--- src/rtl/approx_err_pkg.sv ---
`default_nettype none
// ============================================================================
// Module      : approx_err_pkg
// Description : Shared types and helpers for the ETA-I error monitor.
//               - state_t    : window FSM states
//               - PIPE_DEPTH : S1 sums, S2 errors, S3 accumulators
//               - sat_add    : saturating add on operands up to 128 bits
// Revision    : 1.0 - initial release
// ============================================================================
package approx_err_pkg;

    typedef enum logic [1:0] {
        IDLE  = 2'd0,
        RUN   = 2'd1,
        DRAIN = 2'd2,
        DONE  = 2'd3
    } state_t;

    localparam int PIPE_DEPTH = 3;

    // Adds two values and clamps the result to the all-ones value of a
    // w-bit field. Callers zero-extend into 128 bits and truncate back, so
    // accumulators up to 128 bits wide are supported.
    function automatic logic [127:0] sat_add(input logic [127:0] a,
                                             input logic [127:0] b,
                                             input int           w);
        logic [128:0] sum;
        logic [127:0] lim;
        lim = (w >= 128) ? '1 : ((128'd1 << w) - 128'd1);
        sum = {1'b0, a} + {1'b0, b};
        if (sum > {1'b0, lim}) begin
            return lim;
        end
        return sum[127:0];
    endfunction

endpackage
`default_nettype wire

--- src/rtl/approx_err_monitor_eta1_adder.sv ---
`default_nettype none
// ============================================================================
// Module      : eta1_adder
// Description : Combinational ETA-I approximate adder.
//               Upper segment [WIDTH-1:APPROX_BITS] is an exact add with no
//               carry-in; its carry-out is sum bit WIDTH. The lower segment
//               emits a^b scanning from the MSB down, and from the first bit
//               where both operands are 1 that bit and all lower bits are 1.
// Ports       : i_a, i_b [WIDTH-1:0] unsigned operands
//               o_sum    [WIDTH:0]   approximate sum
// Revision    : 1.0 - initial release
// ============================================================================
module eta1_adder #(
    parameter int WIDTH       = 32,
    parameter int APPROX_BITS = 16
) (
    input  logic [WIDTH-1:0] i_a,
    input  logic [WIDTH-1:0] i_b,
    output logic [WIDTH:0]   o_sum
);

    localparam int c_UP_W = WIDTH - APPROX_BITS;

    logic [c_UP_W:0]        w_upper;
    logic [APPROX_BITS-1:0] w_lower;
    logic                   w_force;

    assign w_upper = {1'b0, i_a[WIDTH-1:APPROX_BITS]} + {1'b0, i_b[WIDTH-1:APPROX_BITS]};

    // Once a generate condition (both bits set) is seen, the carry that the
    // exact adder would propagate upward is approximated by saturating the
    // remaining lower bits to 1.
    always_comb begin
        w_force = 1'b0;
        w_lower = '0;
        for (int i = APPROX_BITS - 1; i >= 0; i--) begin
            if (i_a[i] && i_b[i]) begin
                w_force = 1'b1;
            end
            w_lower[i] = w_force ? 1'b1 : (i_a[i] ^ i_b[i]);
        end
    end

    assign o_sum = {w_upper, w_lower};

endmodule
`default_nettype wire

--- src/rtl/approx_err_monitor.sv ---
`default_nettype none
// ============================================================================
// Module      : approx_err_monitor
// Description : Streams operand pairs through the ETA-I approximate adder and
//               an exact adder and accumulates error metrics over a window.
// Ports       : clk, rst_n            clock, async active-low reset
//               start, win_len        open a window of win_len samples
//               in_valid/in_ready     operand handshake, in_a/in_b operands
//               busy                  window in progress
//               res_valid/res_ack     result handshake
//               res_count, res_err_cnt, res_max_ae, res_sae, res_sse results
// Revision    : 1.0 - initial release
// ============================================================================
module approx_err_monitor
    import approx_err_pkg::*;
#(
    parameter int WIDTH       = 32,
    parameter int APPROX_BITS = 16,
    parameter int CNT_W       = 16,
    parameter int ACC_W       = 80   // 2*(WIDTH+1) <= ACC_W <= 128
) (
    input  logic             clk,
    input  logic             rst_n,
    input  logic             start,
    input  logic [CNT_W-1:0] win_len,
    input  logic             in_valid,
    output logic             in_ready,
    input  logic [WIDTH-1:0] in_a,
    input  logic [WIDTH-1:0] in_b,
    output logic             busy,
    output logic             res_valid,
    input  logic             res_ack,
    output logic [CNT_W-1:0] res_count,
    output logic [CNT_W-1:0] res_err_cnt,
    output logic [WIDTH:0]   res_max_ae,
    output logic [ACC_W-1:0] res_sae,
    output logic [ACC_W-1:0] res_sse
);

    localparam int               c_SE_W = 2 * (WIDTH + 1);
    localparam logic [CNT_W-1:0] c_ONE  = CNT_W'(1);

    state_t r_state, w_state_nxt;
    logic   w_clear;
    logic   w_accept;

    logic [CNT_W-1:0] r_len;
    logic [CNT_W-1:0] r_acc_cnt;

    // r_vld[0] qualifies S1, r_vld[1] qualifies S2; S3 is the accumulators.
    logic [PIPE_DEPTH-2:0] r_vld;
    logic [WIDTH:0]        r_exact, r_approx;
    logic [WIDTH:0]        r_ae;
    logic [c_SE_W-1:0]     r_se;
    logic                  r_nz;

    logic [WIDTH:0]    w_approx;
    logic [WIDTH:0]    w_ae;
    logic [c_SE_W-1:0] w_ae_ext;

    logic [CNT_W-1:0] r_count, r_err_cnt;
    logic [WIDTH:0]   r_max_ae;
    logic [ACC_W-1:0] r_sae, r_sse;

    eta1_adder #(
        .WIDTH       (WIDTH),
        .APPROX_BITS (APPROX_BITS)
    ) u_eta1 (
        .i_a   (in_a),
        .i_b   (in_b),
        .o_sum (w_approx)
    );

    assign w_accept = in_valid && in_ready;

    // ---------------- FSM ----------------
    always_ff @(posedge clk or negedge rst_n) begin
        if (!rst_n) begin
            r_state <= IDLE;
        end else begin
            r_state <= w_state_nxt;
        end
    end

    always_comb begin
        w_state_nxt = r_state;
        w_clear     = 1'b0;
        in_ready    = 1'b0;
        busy        = 1'b1;
        res_valid   = 1'b0;
        case (r_state)
            IDLE: begin
                busy = 1'b0;
                if (start) begin
                    w_clear     = 1'b1;
                    w_state_nxt = (win_len == '0) ? DONE : RUN;
                end
            end
            RUN: begin
                in_ready = 1'b1;
                // Leaving RUN on the last accept drops in_ready right after it.
                if (in_valid && (r_acc_cnt == r_len - c_ONE)) begin
                    w_state_nxt = DRAIN;
                end
            end
            DRAIN: begin
                if (r_vld == '0) begin
                    w_state_nxt = DONE;
                end
            end
            DONE: begin
                res_valid = 1'b1;
                if (res_ack) begin
                    w_state_nxt = IDLE;
                end
            end
            default: w_state_nxt = IDLE;
        endcase
    end

    // ---------------- window counters ----------------
    always_ff @(posedge clk or negedge rst_n) begin
        if (!rst_n) begin
            r_len     <= '0;
            r_acc_cnt <= '0;
        end else if (w_clear) begin
            r_len     <= win_len;
            r_acc_cnt <= '0;
        end else if (w_accept) begin
            r_acc_cnt <= r_acc_cnt + c_ONE;
        end
    end

    // ---------------- pipeline S1 / S2 ----------------
    assign w_ae     = (r_exact >= r_approx) ? (r_exact - r_approx) : (r_approx - r_exact);
    assign w_ae_ext = c_SE_W'(w_ae);

    always_ff @(posedge clk or negedge rst_n) begin
        if (!rst_n) begin
            r_vld    <= '0;
            r_exact  <= '0;
            r_approx <= '0;
            r_ae     <= '0;
            r_se     <= '0;
            r_nz     <= 1'b0;
        end else begin
            r_vld <= {r_vld[PIPE_DEPTH-3:0], w_accept};
            if (w_accept) begin
                r_exact  <= {1'b0, in_a} + {1'b0, in_b};
                r_approx <= w_approx;
            end
            if (r_vld[0]) begin
                r_ae <= w_ae;
                r_se <= w_ae_ext * w_ae_ext;
                r_nz <= (w_ae != '0);
            end
        end
    end

    // ---------------- S3 accumulators (double as results) ----------------
    always_ff @(posedge clk or negedge rst_n) begin
        if (!rst_n) begin
            r_count   <= '0;
            r_err_cnt <= '0;
            r_max_ae  <= '0;
            r_sae     <= '0;
            r_sse     <= '0;
        end else if (w_clear) begin
            r_count   <= '0;
            r_err_cnt <= '0;
            r_max_ae  <= '0;
            r_sae     <= '0;
            r_sse     <= '0;
        end else if (r_vld[PIPE_DEPTH-2]) begin
            r_count   <= r_count + c_ONE;
            r_err_cnt <= r_err_cnt + CNT_W'(r_nz);
            if (r_ae > r_max_ae) begin
                r_max_ae <= r_ae;
            end
            r_sae <= ACC_W'(sat_add(128'(r_sae), 128'(r_ae), ACC_W));
            r_sse <= ACC_W'(sat_add(128'(r_sse), 128'(r_se), ACC_W));
        end
    end

    assign res_count   = r_count;
    assign res_err_cnt = r_err_cnt;
    assign res_max_ae  = r_max_ae;
    assign res_sae     = r_sae;
    assign res_sse     = r_sse;

endmodule
`default_nettype wire

--- config.mk ---
export PLATFORM = sky130hd
export DESIGN_NAME = approx_err_monitor
export DESIGN_NICKNAME = d
export VERILOG_FILES = /design/src/rtl/approx_err_pkg.sv /design/src/rtl/approx_err_monitor_eta1_adder.sv /design/src/rtl/approx_err_monitor.sv
export SDC_FILE = /design/constraint.sdc
export NUM_CORES = 2
export LEC_CHECK = 0
export BUFFER_PORTS_ARGS = -buffer_cell sky130_fd_sc_hd__buf_2
export CELL_PAD_IN_SITES_DETAIL_PLACEMENT = 0
export CELL_PAD_IN_SITES_GLOBAL_PLACEMENT = 1
export CORE_ASPECT_RATIO = 1.25
export CORE_MARGIN = 2
export CORE_UTILIZATION = 45
export DETAILED_ROUTE_END_ITERATION = 7
export PLACE_DENSITY = 0.77
export SYNTH_ARGS = -nofsm -noshare
export SYNTH_HDL_FRONTEND = slang
export SYNTH_HIERARCHICAL = 1
export SYNTH_SLANG_ARGS = --single-unit
--- constraint.sdc ---
create_clock -name clk -period 13.7 [get_ports clk]
set_input_delay 2.055 -clock clk [delete_from_list [all_inputs] [get_ports clk]]
set_output_delay 2.055 -clock clk [all_outputs]
set_load 0.02 [all_outputs]
After elaboration in Yosys (flattened, before gate mapping):

Cells that the tools add are included.

* muxes and demuxes: 67
* add/subtract/negate cells: 10
* equal/unequal tests: 8
* magnitude comparators: 4
* multipliers: 1
* bitwise operators: 16
* reductions and logical operators: 27

Operator list (number)
* two-way mux 80 bit: 8
* > comparator 81 x 80 -> 1 bit, second input constant: 2
* two-way mux 33 bit: 4
* two-way mux 16 bit: 6
* adder 80 x 33 -> 81 bit: 1
* adder 80 x 66 -> 81 bit: 1
* multiplier 33 x 33 -> 66 bit: 1
* subtractor 33 bit: 2
* two-way mux 1 bit: 43
* adder 32 x 32 -> 33 bit: 1
* greater-or-equal comparator 33 bit: 1
* > comparator 33 bit: 1
* nonzero test 33 bit: 1
* adder 16 x 1 -> 16 bit, second input constant: 2
* logical AND 1 bit: 18
* adder 16 x 16 -> 17 bit: 1
* adder 16 x 1 -> 16 bit: 1
* equality test 16 bit: 1
* logical NOT 16 bit: 1
* subtractor 16 x 1 -> 16 bit, second input constant: 1
* bitwise XOR 1 bit: 16
* two-way mux 2 bit: 5
* inequality test 2 bit, second input constant: 4
* one-hot mux 2 bit (4 select lines): 1
* 6 further kinds: 10

* output and inout bits: 228
* bits in registers: 427

Depth between registers and ports, before layout:

* word-level depth: 18
* depth in mapped cells: 45
* gate-level depth less buffers: 42

Cells and area by module:

The synthesis kept the hierarchy.

Modules (own cells, without submodules)
* approx_err_monitor: seq. area each 10635.2 um^2, cells each 6789, times used 1, area an instance 60015.1 um^2
* eta1_adder: seq. area each 0.0 um^2, cells each 151, times used 1, area an instance 1158.6 um^2

Worst setup path before layout:

Ideal clock, no wire load.

* path kind: register to register
* from: reg r_exact[2]
* to: reg r_se[64]
* setup time: 0.125 ns
* path buffers: 4
* arrival time: 10.192 ns
* path slack: 3.384 ns
* stages on the path, launching flop included: 40
* clock period less this slack: 10.316 ns
* path through: dfrtp_1 -> inv_1 -> ha_1 -> buf_6 -> a211o_1 -> a221oi_4 -> o21a_1 -> o21ai_2 -> a211o_1 -> buf_6 -> mux2i_1 -> a221o_1 -> xor2_2 -> clkbuf_1 -> nand2_1 -> fa_1 -> inv_1 -> fa_1 -> [... 4 more ...] -> fa_1 -> fa_1 -> fa_1 -> inv_1 -> fa_1 -> inv_1 -> ha_1 -> clkbuf_1 -> nand4_1 -> a221o_1 -> a41o_1 -> o21a_1 -> o31ai_2 -> a211oi_1 -> o31ai_1 -> a311o_1 -> xor2_1 -> mux2_2

* longest elaborated chain between the ends: 3
* elaborated cells on any way between the ends: 5
* classes of those cells: 2 x add/sub; 1 x mul; 1 x order compare; 1 x mux

RTL lines
* start: declaration: line approx_err_monitor.sv:52 `logic [WIDTH:0] r_exact, r_approx;`
* start signal: assignment: line approx_err_monitor.sv:149 `r_exact <= {1'b0, in_a} + {1'b0, in_b};`
* subtractor 33 bit / greater-or-equal comparator 33 bit (equally long branches): line approx_err_monitor.sv:135 `assign w_ae = (r_exact >= r_approx) ? (r_exact - r_approx) : (r_approx - r_exact);`
* two-way mux 33 bit *: line approx_err_monitor.sv:135
* multiplier 33 x 33 -> 66 bit *: line approx_err_monitor.sv:154 `r_se <= w_ae_ext * w_ae_ext;`
* end signal: assignment: line approx_err_monitor.sv:154
* end: declaration: line approx_err_monitor.sv:54 `logic [c_SE_W-1:0] r_se;`

Every way passes the cells marked *; elsewhere a longest branch is shown, timed or not.
A chain may end at the register's enable or synchronous reset.

Worst setup path after layout:

* from: reg r_exact[1]
* to: reg r_se[64]

Same word-level chain as after synthesis.

==> results.env <==
DIE_X_UM=334
PLACE.DETAILED.INSTANCES=8820
HOLD-PATH-ENDPOINT='r_len[15]$_DFFE_PN0P_'
CP.ARRIVAL_PS=12780
SYNTH_FA_HA_AREA_FRAC=0.394
SETUP_TOTAL_NEGATIVE_SLACK_PS=0
MIN_PERIOD_OVER_PERIOD=0.893
POST-ROUTE-DRC-COUNT=0
SYNTH.LARGEST_AREA_CELL='sky130_fd_sc_hd__fa_1'
HOLD_PATH.STARTPOINT='r_len[15]$_DFFE_PN0P_'
WORSTREGTOREGCELLS=41
POSTCTSRESIZEDCELLS=0
TIMING.CRITICAL_PATH.SLOWEST_STAGE_CELL='sky130_fd_sc_hd__a211oi_2'
SYNTH-COMPOUND-AREA-SHARE=0.139
DESIGN_AREA_UM2=66600
SYNTH_FF_TYPE='sky130_fd_sc_hd__dfrtp_1'
REG2REG_TO='r_se[64]$_DFFE_PN0P_'
HOLD_PATH_DEPTH=2
DP_HPWL_UM=157000
TOTAL_NUMBER_OF_CLOCK_TREE_SINKS=425
CTSHTREEMAXLEVEL=2
R2R_START='r_exact[1]$_DFFE_PN0P_'
RSZ0062_AT_GRT='no'
NNETSFINAL=8603
POST_CTS_BUFFERS=0
FINALHOLDVIOLCOUNT=0
R2R_SETUP_SLACK_PS=1460
PERIOD_NEEDED_PS=12240
MAPPED_CELL_AREA_UM2=61200
GLOBAL_ROUTE_OVERFLOW=0
BUFFER_PORTS.INSERTED=312
FINCLKSKEW_PS=39.9
PLACE.GP.CONGESTION=0.977
DRT-WIRELENGTH-PER-CELL_UM=22.3
DIE_HEIGHT_UM=416
SYNTH_LARGEST_TYPE_AREA_FRACTION=0.285
CRIT_PATH_MAX_FANOUT=15
VIAS_PER_CELL=5.57
CORE-AREA_UM2=135000
MAX-CLOCK-PATH-BUFFERS=3
TIMING_WORST_SLEW_PIN_VALUE_PS=1140
DETAIL-ROUTE-ANTENNA-NETS=0
CLK_LATENCY_PS=660
MAIN_COMBINATIONAL_CELL_FAMILY_BY_AREA_AFTER_SYNTHESIS='adder cells'
TIMING.FINAL.MAX_SLEW_VIOLATIONS=0
ROUTE.FINAL.WIRE_LENGTH_UM=198000
SYNTH_TOP_CELLS_BY_AREA='sky130_fd_sc_hd__fa_1 29%, sky130_fd_sc_hd__dfrtp_1 17%, sky130_fd_sc_hd__ha_1 11%'
POSTPLACECELLAREA_UM2=64700
IO-PIN-COUNT=313
MAXCLOCKFREQUENCY_GHz=0.0817
SYN_AVG_CELL_AREA_UM2=8.81
FIRSTDRTPASSITERS=6
DRTITER0DRC=3090
GRT_FIRST_PASS_WIRELENGTH_UM=305000
GRT_ANTENNA_BEFORE_REPAIR=3
SYN_INST=6940
CP_MOST_FREQUENT_CELL='sky130_fd_sc_hd__fa_1'
CAP_VIOL_MAX_COUNT=0
FINAL_LAYOUT_SIZE_SUFFIX_GT1_FRAC=0.0938
SYNTH_FP_NETS=8429
HOLD_CLASS='flop to flop'
CTS.HOLD.BUFFERS_ADDED=0
CRITPATHLAUNCHTYPE='flop'
INITIAL_UTILIZATION=0.452
SYNTH.AREA.MUX_SHARE=0.0247
TOTAL_DIE_AREA_UM2=139000
SYNTH.YOSYS.SEQ_AREA_SHARE=0.174
SETUP.WORST_PATH.END_CLASS='flop'
SYNTH.DISTINCT_CELLS=104
WORST_SETUP_HOLD_PATH_CLK_SLEW_PS=60
POST_SYNTH_AND_OR_NAND_NOR_AREA_FRACTION=0.125
TIMING.SETUP.CRITICAL_PATH_CLASS='flop to flop'
YOSYS_WARNINGS=6
CRITICAL_PATH_REQUIRED_PS=14240
FLOW.AREA_GROWTH_FROM_SYNTHESIS_PCT=8.83
FRACTION_OF_SYNTHESIZED_CELL_AREA_IN_XOR_AND_XNOR_CELLS=0.0426
TOTAL_VIA_COUNT_AFTER_DETAILED_ROUTING=49700
GRT_MAX_DEGREE=159
TIMING.SLEW.HEADROOM=0.238
MAX_STAGE_DELAY_PS=580
FINAL-SETUP-VIOL-COUNT=0
TRACK_USAGE=0.287
CTS_INSERTED_BUFFERS=51
LAYOUTNONFILLERINSTCOUNT=8913
SYNTH.FF_LATCH_COUNT=425
STATUS='finished clean'
CTS_TREE='yes'
ROWS=151
SYNTH_ENABLE_FLOP_CELLS=0
CLOCK_TREE.ROOT_CELL='sky130_fd_sc_hd__clkbuf_16'
ASYNCSETRESETFLOPFRACSYNTH=1.00
VIA_COUNT_OF_THE_FIRST_GLOBAL_ROUTING_PASS=52100
-- cell families after synthesis --
logic type	after synthesis
muxes	141
adders and majority gates	1404
xor gates and xnor gates	288
and+or+nand+nor	1711
buffers and inverters	1625
DFF	425
AOI/OAI and AO/OA	1346
-- registers in the layout, indices dropped and copies added (netlist names) --
name	count
res_count	16
r_nz	1
r_ae	33
r_acc_cnt	16
res_max_ae	33
r_len	16
r_se	64
r_exact	33
r_approx	33
res_sse	80
r_state	2
res_sae	80
res_err_cnt	16
r_vld	2
-- worst max-delay path: cells and delay by family, from the launching register on --
kind | cells | cell delay (ps)
adder cells (fa/ha/maj) | 10 | 4920
XOR/XNOR | 2 | 240
buffers and inverters | 11 | 1680
flip-flops | 1 | 420
AO/OA/AOI/OAI | 13 | 3590
multiplexers | 2 | 610
AND/OR/NAND/NOR | 3 | 610
-- cell usage in the layout, fill, tap and decap left out, drive strengths merged, types with 16 or more instances in the layout --
master,Yosys,final
nand3,101,101
mux2,73,73
a21boi,18,18
ha,533,533
o211ai,22,22
nor2b,30,30
or2,20,20
mux2i,68,68
and2,22,22
xnor2,154,154
dfrtp,425,425
a311oi,25,25
nand2,689,689
nand2b,38,38
o21bai,59,59
a211oi,47,47
a21oi,420,420
fa,871,871
a31oi,84,84
xor2,134,134
nor3,53,53
a21o,121,121
o21ai,340,340
or3,28,28
and4,16,16
o21a,48,48
and3,63,63
buf,67,405
nor2,525,525
clkbuf,217,71
nand4,71,71
a211o,16,16
inv,1334,1336
-- per-stage QoR --
| stage | hold WS [ps] | setup WS (ps) | util |
|---|---|---|---|
| CTS | 511 | 1500 | 0.492 |
| global route | 523 | 980 | 0.492 |
| detailed placement | 493 | 1520 | 0.479 |
| finish | 502 | 1460 | 0.492 |
| floorplan | 352 | 3380 | - |
| global placement | 486 | 1660 | 0.479 |
-- layer usage --
metal	GRT usage	up-vias	share of wire
li1	-	22800	-
met1	0.338	24900	0.38
met2	0.497	1533	0.50
met3	0.0357	520	0.054
met4	0.177	0	0.073
met5	0	-	0
-- worst max path at each step --
stage | depth (start not counted) | start | slack, ps | endpoint
floorplan | 39 | r_exact[2]$_DFFE_PN0P_ | 3380 | r_se[64]$_DFFE_PN0P_
global placement | 41 | r_exact[1]$_DFFE_PN0P_ | 1660 | r_se[64]$_DFFE_PN0P_
detailed placement | 41 | r_exact[1]$_DFFE_PN0P_ | 1520 | r_se[64]$_DFFE_PN0P_
CTS | 41 | r_exact[1]$_DFFE_PN0P_ | 1500 | r_se[64]$_DFFE_PN0P_
global route | 41 | r_exact[20]$_DFFE_PN0P_ | 980 | r_se[64]$_DFFE_PN0P_
finish | 41 | r_exact[1]$_DFFE_PN0P_ | 1460 | r_se[64]$_DFFE_PN0P_
-- cell usage after synthesis (all sizes together), types with 16 or more instances --
cell type	count
o21a	48
mux2	73
dfrtp	425
fa	871
a31oi	84
ha	533
inv	1334
nand2b	38
a21o	121
and2	22
mux2i	68
and3	63
nand3	101
xnor2	154
a211oi	47
nand2	689
a21oi	420
or2	20
and4	16
xor2	134
a211o	16
o211ai	22
nor2	525
nand4	71
buf	67
a21boi	18
or3	28
nor2b	30
clkbuf	217
o21ai	340
o21bai	59
a311oi	25
nor3	53
-- final cells by class --
| type | instances | area (um2) |
|---|---|---|
| clock inverters | 20 | 360 |
| diodes | 2 | 5.00 |
| repair buffers | 405 | 2310 |
| well taps | 1759 | 2200 |
| multi-input cells | 4890 | 44600 |
| clock buffers | 71 | 1460 |
| fillers | 13100 | 68700 |
| inverters | 1341 | 5040 |
| flip-flops and latches | 425 | 10600 |
Power is left out: the tool's default activity adds up to more than one toggle a clock period on the data nets, which glitch-free logic cannot reach.
